## src/rtl/smp8_pkg.sv

```systemverilog
// Shared types and constants for the SMP8 program loader.
// Holds the loader FSM encoding, the frame header byte and the rejection codes.
package smp8_pkg;

  typedef enum logic [2:0] {
    IDLE = 3'd0,
    LEN  = 3'd1,
    DATA = 3'd2,
    CHK  = 3'd3,
    DONE = 3'd4,
    ERR  = 3'd5
  } loader_state_t;

  localparam logic [7:0] HDR = 8'hA5;

  localparam logic [1:0] ERR_NONE = 2'b00;
  localparam logic [1:0] ERR_LEN  = 2'b01;
  localparam logic [1:0] ERR_CSUM = 2'b10;

  // Running payload checksum: plain 8-bit modular sum.
  function automatic logic [7:0] csum_add(input logic [7:0] sum, input logic [7:0] b);
    return sum + b;
  endfunction

endpackage

```

## src/rtl/smp8_imem_loader_if.sv

```systemverilog
// Byte-stream input and imem write port of the SMP8 program loader.
// The master drives the stream and consumes imem writes; the slave is the loader.
interface smp8_imem_loader_if #(
  parameter int AW = 6
);

  logic          in_valid;
  logic [7:0]    in_data;
  logic          in_ready;
  logic          imem_we;
  logic [AW-1:0] imem_addr;
  logic [7:0]    imem_wdata;

  modport master (
    output in_valid,
    output in_data,
    input  in_ready,
    input  imem_we,
    input  imem_addr,
    input  imem_wdata
  );

  modport slave (
    input  in_valid,
    input  in_data,
    output in_ready,
    output imem_we,
    output imem_addr,
    output imem_wdata
  );

endinterface

```

## src/rtl/smp8_imem_loader.sv

```systemverilog
// Framed byte-stream loader for SMP8 instruction memory: HDR, length, payload, checksum.
// Keeps the core in reset until a frame has been written and its checksum verified.
module smp8_imem_loader #(
  parameter int         DEPTH = 64,
  parameter int         AW    = 6,
  parameter logic [7:0] HDR   = smp8_pkg::HDR
) (
  input  logic                clk,
  input  logic                reset,
  smp8_imem_loader_if.slave   bus,
  output logic                cpu_reset,
  output logic                load_done,
  output logic                load_err,
  output logic [1:0]          err_code
);

  import smp8_pkg::*;

  localparam logic [AW:0] CNT_ONE = {{AW{1'b0}}, 1'b1};
  localparam logic [7:0]  DEPTH_B = 8'(DEPTH);

  loader_state_t state_r;
  loader_state_t state_nxt_s;

  logic [AW:0]   count_r;
  logic [AW:0]   len_r;
  logic [7:0]    sum_r;

  logic          in_ready_r;
  logic          imem_we_r;
  logic [AW-1:0] imem_addr_r;
  logic [7:0]    imem_wdata_r;
  logic          cpu_reset_r;
  logic          load_done_r;
  logic          load_err_r;
  logic [1:0]    err_code_r;

  logic          accept_s;
  logic          is_hdr_s;
  logic          len_bad_s;
  logic          last_s;
  logic          csum_ok_s;
  logic          we_nxt_s;
  logic [1:0]    err_code_nxt_s;

  assign accept_s  = bus.in_valid & in_ready_r;
  assign is_hdr_s  = (bus.in_data == HDR);
  assign len_bad_s = (bus.in_data == 8'd0) || (bus.in_data > DEPTH_B);
  assign last_s    = (count_r == (len_r - CNT_ONE));
  assign csum_ok_s = (bus.in_data == sum_r);

  // State register.
  always_ff @(posedge clk) begin
    if (reset) begin
      state_r <= IDLE;
    end else begin
      state_r <= state_nxt_s;
    end
  end

  // Next-state decode; every transition is gated by an accepted byte.
  always_comb begin
    state_nxt_s = state_r;
    if (accept_s) begin
      case (state_r)
        IDLE: begin
          if (is_hdr_s) begin
            state_nxt_s = LEN;
          end else begin
            state_nxt_s = IDLE;
          end
        end
        LEN: begin
          if (len_bad_s) begin
            state_nxt_s = ERR;
          end else begin
            state_nxt_s = DATA;
          end
        end
        DATA: begin
          if (last_s) begin
            state_nxt_s = CHK;
          end else begin
            state_nxt_s = DATA;
          end
        end
        CHK: begin
          if (csum_ok_s) begin
            state_nxt_s = DONE;
          end else begin
            state_nxt_s = ERR;
          end
        end
        DONE, ERR: begin
          if (is_hdr_s) begin
            state_nxt_s = LEN;
          end else begin
            state_nxt_s = state_r;
          end
        end
        default: begin
          state_nxt_s = IDLE;
        end
      endcase
    end else begin
      state_nxt_s = state_r;
    end
  end

  // Output decode; status follows the state being entered so it lines up with it.
  always_comb begin
    we_nxt_s       = accept_s && (state_r == DATA);
    err_code_nxt_s = err_code_r;
    case (state_nxt_s)
      ERR: begin
        if (state_r == LEN) begin
          err_code_nxt_s = ERR_LEN;
        end else if (state_r == CHK) begin
          err_code_nxt_s = ERR_CSUM;
        end else begin
          err_code_nxt_s = err_code_r;
        end
      end
      default: begin
        err_code_nxt_s = ERR_NONE;
      end
    endcase
  end

  // Registered outputs.
  always_ff @(posedge clk) begin
    if (reset) begin
      in_ready_r   <= 1'b0;
      imem_we_r    <= 1'b0;
      imem_addr_r  <= {AW{1'b0}};
      imem_wdata_r <= 8'd0;
      cpu_reset_r  <= 1'b1;
      load_done_r  <= 1'b0;
      load_err_r   <= 1'b0;
      err_code_r   <= ERR_NONE;
    end else begin
      in_ready_r <= 1'b1;
      imem_we_r  <= we_nxt_s;
      if (we_nxt_s) begin
        imem_addr_r  <= count_r[AW-1:0];
        imem_wdata_r <= bus.in_data;
      end else begin
        imem_addr_r  <= imem_addr_r;
        imem_wdata_r <= imem_wdata_r;
      end
      cpu_reset_r <= (state_nxt_s != DONE);
      load_done_r <= (state_nxt_s == DONE);
      load_err_r  <= (state_nxt_s == ERR);
      err_code_r  <= err_code_nxt_s;
    end
  end

  // Frame length, payload count and checksum accumulator.
  always_ff @(posedge clk) begin
    if (reset) begin
      count_r <= {(AW+1){1'b0}};
      len_r   <= {(AW+1){1'b0}};
      sum_r   <= 8'd0;
    end else if (accept_s) begin
      case (state_r)
        IDLE, DONE, ERR: begin
          if (is_hdr_s) begin
            count_r <= {(AW+1){1'b0}};
            sum_r   <= 8'd0;
          end else begin
            count_r <= count_r;
            sum_r   <= sum_r;
          end
        end
        LEN: begin
          if (!len_bad_s) begin
            len_r <= bus.in_data[AW:0];
          end else begin
            len_r <= len_r;
          end
        end
        DATA: begin
          count_r <= count_r + CNT_ONE;
          sum_r   <= csum_add(sum_r, bus.in_data);
        end
        default: begin
          count_r <= count_r;
          len_r   <= len_r;
          sum_r   <= sum_r;
        end
      endcase
    end else begin
      count_r <= count_r;
      len_r   <= len_r;
      sum_r   <= sum_r;
    end
  end

  assign bus.in_ready   = in_ready_r;
  assign bus.imem_we    = imem_we_r;
  assign bus.imem_addr  = imem_addr_r;
  assign bus.imem_wdata = imem_wdata_r;
  assign cpu_reset      = cpu_reset_r;
  assign load_done      = load_done_r;
  assign load_err       = load_err_r;
  assign err_code       = err_code_r;

endmodule

```

## src/flat_wrapper.sv

```systemverilog
// flat-port wrapper written by rule: the top's interface ports become plain ports
module smp8_imem_loader_flat import smp8_pkg::*;
#(
  parameter int         DEPTH = 64,
  parameter int         AW    = 6,
  parameter logic [7:0] HDR   = smp8_pkg::HDR
)
  (clk, reset, cpu_reset, load_done, load_err, err_code, bus_in_valid, bus_in_data, bus_in_ready, bus_imem_we, bus_imem_addr, bus_imem_wdata);
  smp8_imem_loader_if #(.AW(AW)) bus_i ();
  input  logic clk;
  input  logic reset;
  output logic cpu_reset;
  output logic load_done;
  output logic load_err;
  output logic [1:0] err_code;
  input wire logic [$bits(bus_i.in_valid)-1:0] bus_in_valid;
  input wire logic [$bits(bus_i.in_data)-1:0] bus_in_data;
  output wire logic [$bits(bus_i.in_ready)-1:0] bus_in_ready;
  output wire logic [$bits(bus_i.imem_we)-1:0] bus_imem_we;
  output wire logic [$bits(bus_i.imem_addr)-1:0] bus_imem_addr;
  output wire logic [$bits(bus_i.imem_wdata)-1:0] bus_imem_wdata;
  assign bus_i.in_valid = bus_in_valid;
  assign bus_i.in_data = bus_in_data;
  assign bus_in_ready = bus_i.in_ready;
  assign bus_imem_we = bus_i.imem_we;
  assign bus_imem_addr = bus_i.imem_addr;
  assign bus_imem_wdata = bus_i.imem_wdata;
  smp8_imem_loader #(.DEPTH(DEPTH), .AW(AW), .HDR(HDR)) u_core (.clk(clk), .reset(reset), .bus(bus_i), .cpu_reset(cpu_reset), .load_done(load_done), .load_err(load_err), .err_code(err_code));
endmodule
```

## config.mk

```make
export PLATFORM = sky130hd
export DESIGN_NAME = smp8_imem_loader_flat
export DESIGN_NICKNAME = d
export VERILOG_FILES = /design/src/rtl/smp8_pkg.sv /design/src/rtl/smp8_imem_loader_if.sv /design/src/rtl/smp8_imem_loader.sv /design/src/flat_wrapper.sv
export SDC_FILE = /design/constraint.sdc
export NUM_CORES = 1
export LEC_CHECK = 0
export BUFFER_PORTS_ARGS = -buffer_cell sky130_fd_sc_hd__buf_2
export CORE_MARGIN = 2
export CORE_UTILIZATION = 57
export CTS_CLUSTER_SIZE = 16
export DETAILED_ROUTE_END_ITERATION = 10
export GPL_TIMING_DRIVEN = 0
export PLACE_DENSITY = 0.91
export SYNTH_ARGS = -nofsm -noshare
export SYNTH_HDL_FRONTEND = slang
export SYNTH_SLANG_ARGS = --single-unit
```

## constraint.sdc

```tcl
create_clock -name clk -period 2.8 [get_ports clk]
set_clock_uncertainty 0.05 [all_clocks]
set_input_delay 0.56 -clock clk [delete_from_list [all_inputs] [get_ports clk]]
set_output_delay 0.56 -clock clk [all_outputs]
set_load 0.01 [all_outputs]
```

==> results.toml <==
[setup_path]
arrival_ns = 2.55
reg2reg_slack_ns = 0.49
r2r-end = "u_core.count_r[4]"
r2r_start = "u_core.bus.in_ready"
cp_max_fo = 10
endpoint = "u_core.count_r[4]"
crit_path_start_kind = "input port"
startpoint = "bus_in_valid"
path_class = "input port to register"
r2r_cells = 8
end_kind = "register"
worstPathRequired_ns = 2.99

[route]
routedWlPerCell_um = 15.5
drc = 0
ant_nets = 0
first_pass_iters = 4
via_per_inst = 5.86
routed_wl_um = 5620
drtIter0Drc = 180
num_vias = 2126

[clocking]
clk_latency_ns = 0.31
cts_tree = "built"
clock_sinks = 46
cts_hold_buf = 0
clk_pin_slew_ns = 0.09
postCtsSetupBuffers = 0
clock_path_buffers = 2
numCtsBuffers = 5
ctsRootBufferMaster = "clkbuf_8"
cts.repair.resized = 0
htree_levels = 2

[synth]
synth_edf_count = 0
syn_area_per_cell_um2 = 8.47
synth-seq-cells = 46
synth_most_common_cell = "dfxtp_1"
synthTopCellsByCount = "dfxtp_1, nand2_1, nor2_1, a21oi_1, clkbuf_1"
synth.net_count = 296
synth_top_area_cell = "dfxtp_1"
synthTopCellsByArea = "dfxtp_1, a21oi_1, nand2_1"
yosysWarnings = 0
synth_cells = 275
ys_seq_area_share_pct = 39.5
async_reset_ff_share_pct = 0
ys.flop_type = "dfxtp_1"
synth_area_mm2 = 0.00233
synthDistinctLibCells = 48
yosysTopAreaCellShare_pct = 39.5

[layout]
finalNetCount = 333
finalInstanceArea_mm2 = 0.00263
drive_above_1_share_pct = 15.7
syn_to_final_growth_pct = 12.8
antenna_cells = 0
fillers = 315

[timing]
finalSetupTns_ns = 0
relSlewSlack_pct = 60.5
final.period_utilization_pct = 84.1
rsz0062_at_grt = "false"
fmax_mhz = 425
worst_pin_slew_ns = 0.593
fin_crit_ns = 2.35
drv_slew = 0
hold_viol_final = 0
finalSetupViolCount = 0
holdWs_ns = 0.404

[run_status]
status = "completed"

[floorplan]
fp.dieArea_mm2 = 0.00461
pin_count = 32
initial_core_util_pct = 58.6
die_w_um = 67.9
die_y_um = 67.9
core_mm2 = 0.00397
rows = 23

[global_route]
grt_pass1_wl_um = 9160
grt_pass1_vias = 1996
grt_start_max_net_pins = 15
grt_overflow = 0
track_usage_pct = 27.1
grt_antenna_before_repair = 0

[flow_run]
drv_cap = 0

[pwr]
finalPower_mw = 1.13
vdd_drop_max_mv = 0.286
leakagePower_nw = 1.09
power_density_mw_per_mm2 = 429

[min_path]
hold_depth = 2
min_path_type = "register to register"

[placed_design]
place_congestion = 0.876
portBuffers = 30
place_area_mm2 = 0.00254
dp_hpwl_um = 4050
==> routing by layer <==
layer	up-vias	global-route usage, %	wire (um)	part of all wire, %
li1	1047	-	-	-
met5	-	0	0	0
met2	65	44.6	2800	50
met4	0	12.3	77	1.4
met1	1006	33.3	2400	43
met3	8	6.91	338	6.0
==> report_power, final <==
part	switching [mW]	total, mW	internal (mW)
Clock	0.236	0.413	0.176
Sequential	0.000420	0.655	0.654
Combinational	0.0403	0.0586	0.0182
Total	0.277	1.13	0.849
==> worst min-delay path by stage <==
| stage | startpoint | end | slack (ns) |
|---|---|---|---|
| after floorplan | u_core.sum_r[3] | u_core.sum_r[3] | 0.41 |
| after global placement | u_core.bus.imem_wdata[0] | u_core.bus.imem_wdata[0] | 0.39 |
| after detailed placement | u_core.bus.imem_wdata[3] | u_core.bus.imem_wdata[3] | 0.39 |
| after CTS | u_core.bus.imem_wdata[3] | u_core.bus.imem_wdata[3] | 0.41 |
| after global routing | u_core.bus.imem_wdata[1] | u_core.bus.imem_wdata[1] | 0.43 |
| final | u_core.bus.imem_wdata[3] | u_core.bus.imem_wdata[3] | 0.40 |
==> per-stage QoR <==
stage | utilization [%] | worst slack [ns] | cells
floorplan | - | 0.571 | 275
global placement | 64.0 | 0.227 | 355
detailed placement | 64.0 | 0.155 | 355
CTS | 66.2 | 0.480 | 363
global route | 66.2 | 0.249 | 363
finish | 66.2 | 0.446 | 363
==> critical path: stages <==
cell      delay [ns]
buf_2           0.10
and2_1          0.14
clkbuf_1        0.17
and3_1          0.20
clkbuf_1        0.22
a21oi_1         0.53
buf_2           0.33
o21ai_0         0.14
a21oi_1         0.14
==> layout by cell type, fill, tap and decap left out, drive strengths merged, types with 5 or more instances in the layout <==
cell / n
nand3: 5
o21ai: 9
ha: 9
or3: 5
mux2i: 8
xnor2: 10
nor2b: 5
nor3: 7
buf: 34
inv: 6
nor2: 32
a22oi: 6
clkbuf: 17
dfxtp: 46
a21oi: 28
nand2: 32
==> flip-flops by register name, summed over array words and instances, names as in the netlist <==
register	count
u_core.load_done	1
u_core.count_r	7
u_core.bus.imem_we	1
u_core.cpu_reset	1
u_core.bus.imem_wdata	8
u_core.bus.in_ready	1
u_core.err_code	2
u_core.len_r	7
u_core.load_err	1
u_core.bus.imem_addr	6
u_core.state_r	3
u_core.sum_r	8
==> kinds of logic (layout without fill, tap and decap cells) <==
| kind of cell | count (synthesis) | after routing | share of synthesized area [%] |
|---|---|---|---|
| xor+xnor | 14 | 14 | 5.27 |
| fa+ha+maj | 10 | 10 | 5.70 |
| buf+inv | 21 | 59 | 3.71 |
| simple gates | 110 | 110 | 23.4 |
| flops | 46 | 46 | 39.5 |
| compound gates | 66 | 66 | 19.0 |
| mux | 8 | 8 | 3.44 |
==> final cells by class <==
cell class / count / area (um^2) / share of cell area (%)
sequential: 46 / 921 / 35.0
tap: 50 / 62.6 / 2.38
clock buffer: 6 / 72.6 / 2.76
buffer: 15 / 63.8 / 2.43
inverter: 6 / 22.5 / 0.857
clock inverter: 2 / 13.8 / 0.524
multi-input combinational: 208 / 1320 / 50.3
timing repair buffer: 30 / 150 / 5.71
Note: power is estimated with default switching activity, not from simulation.
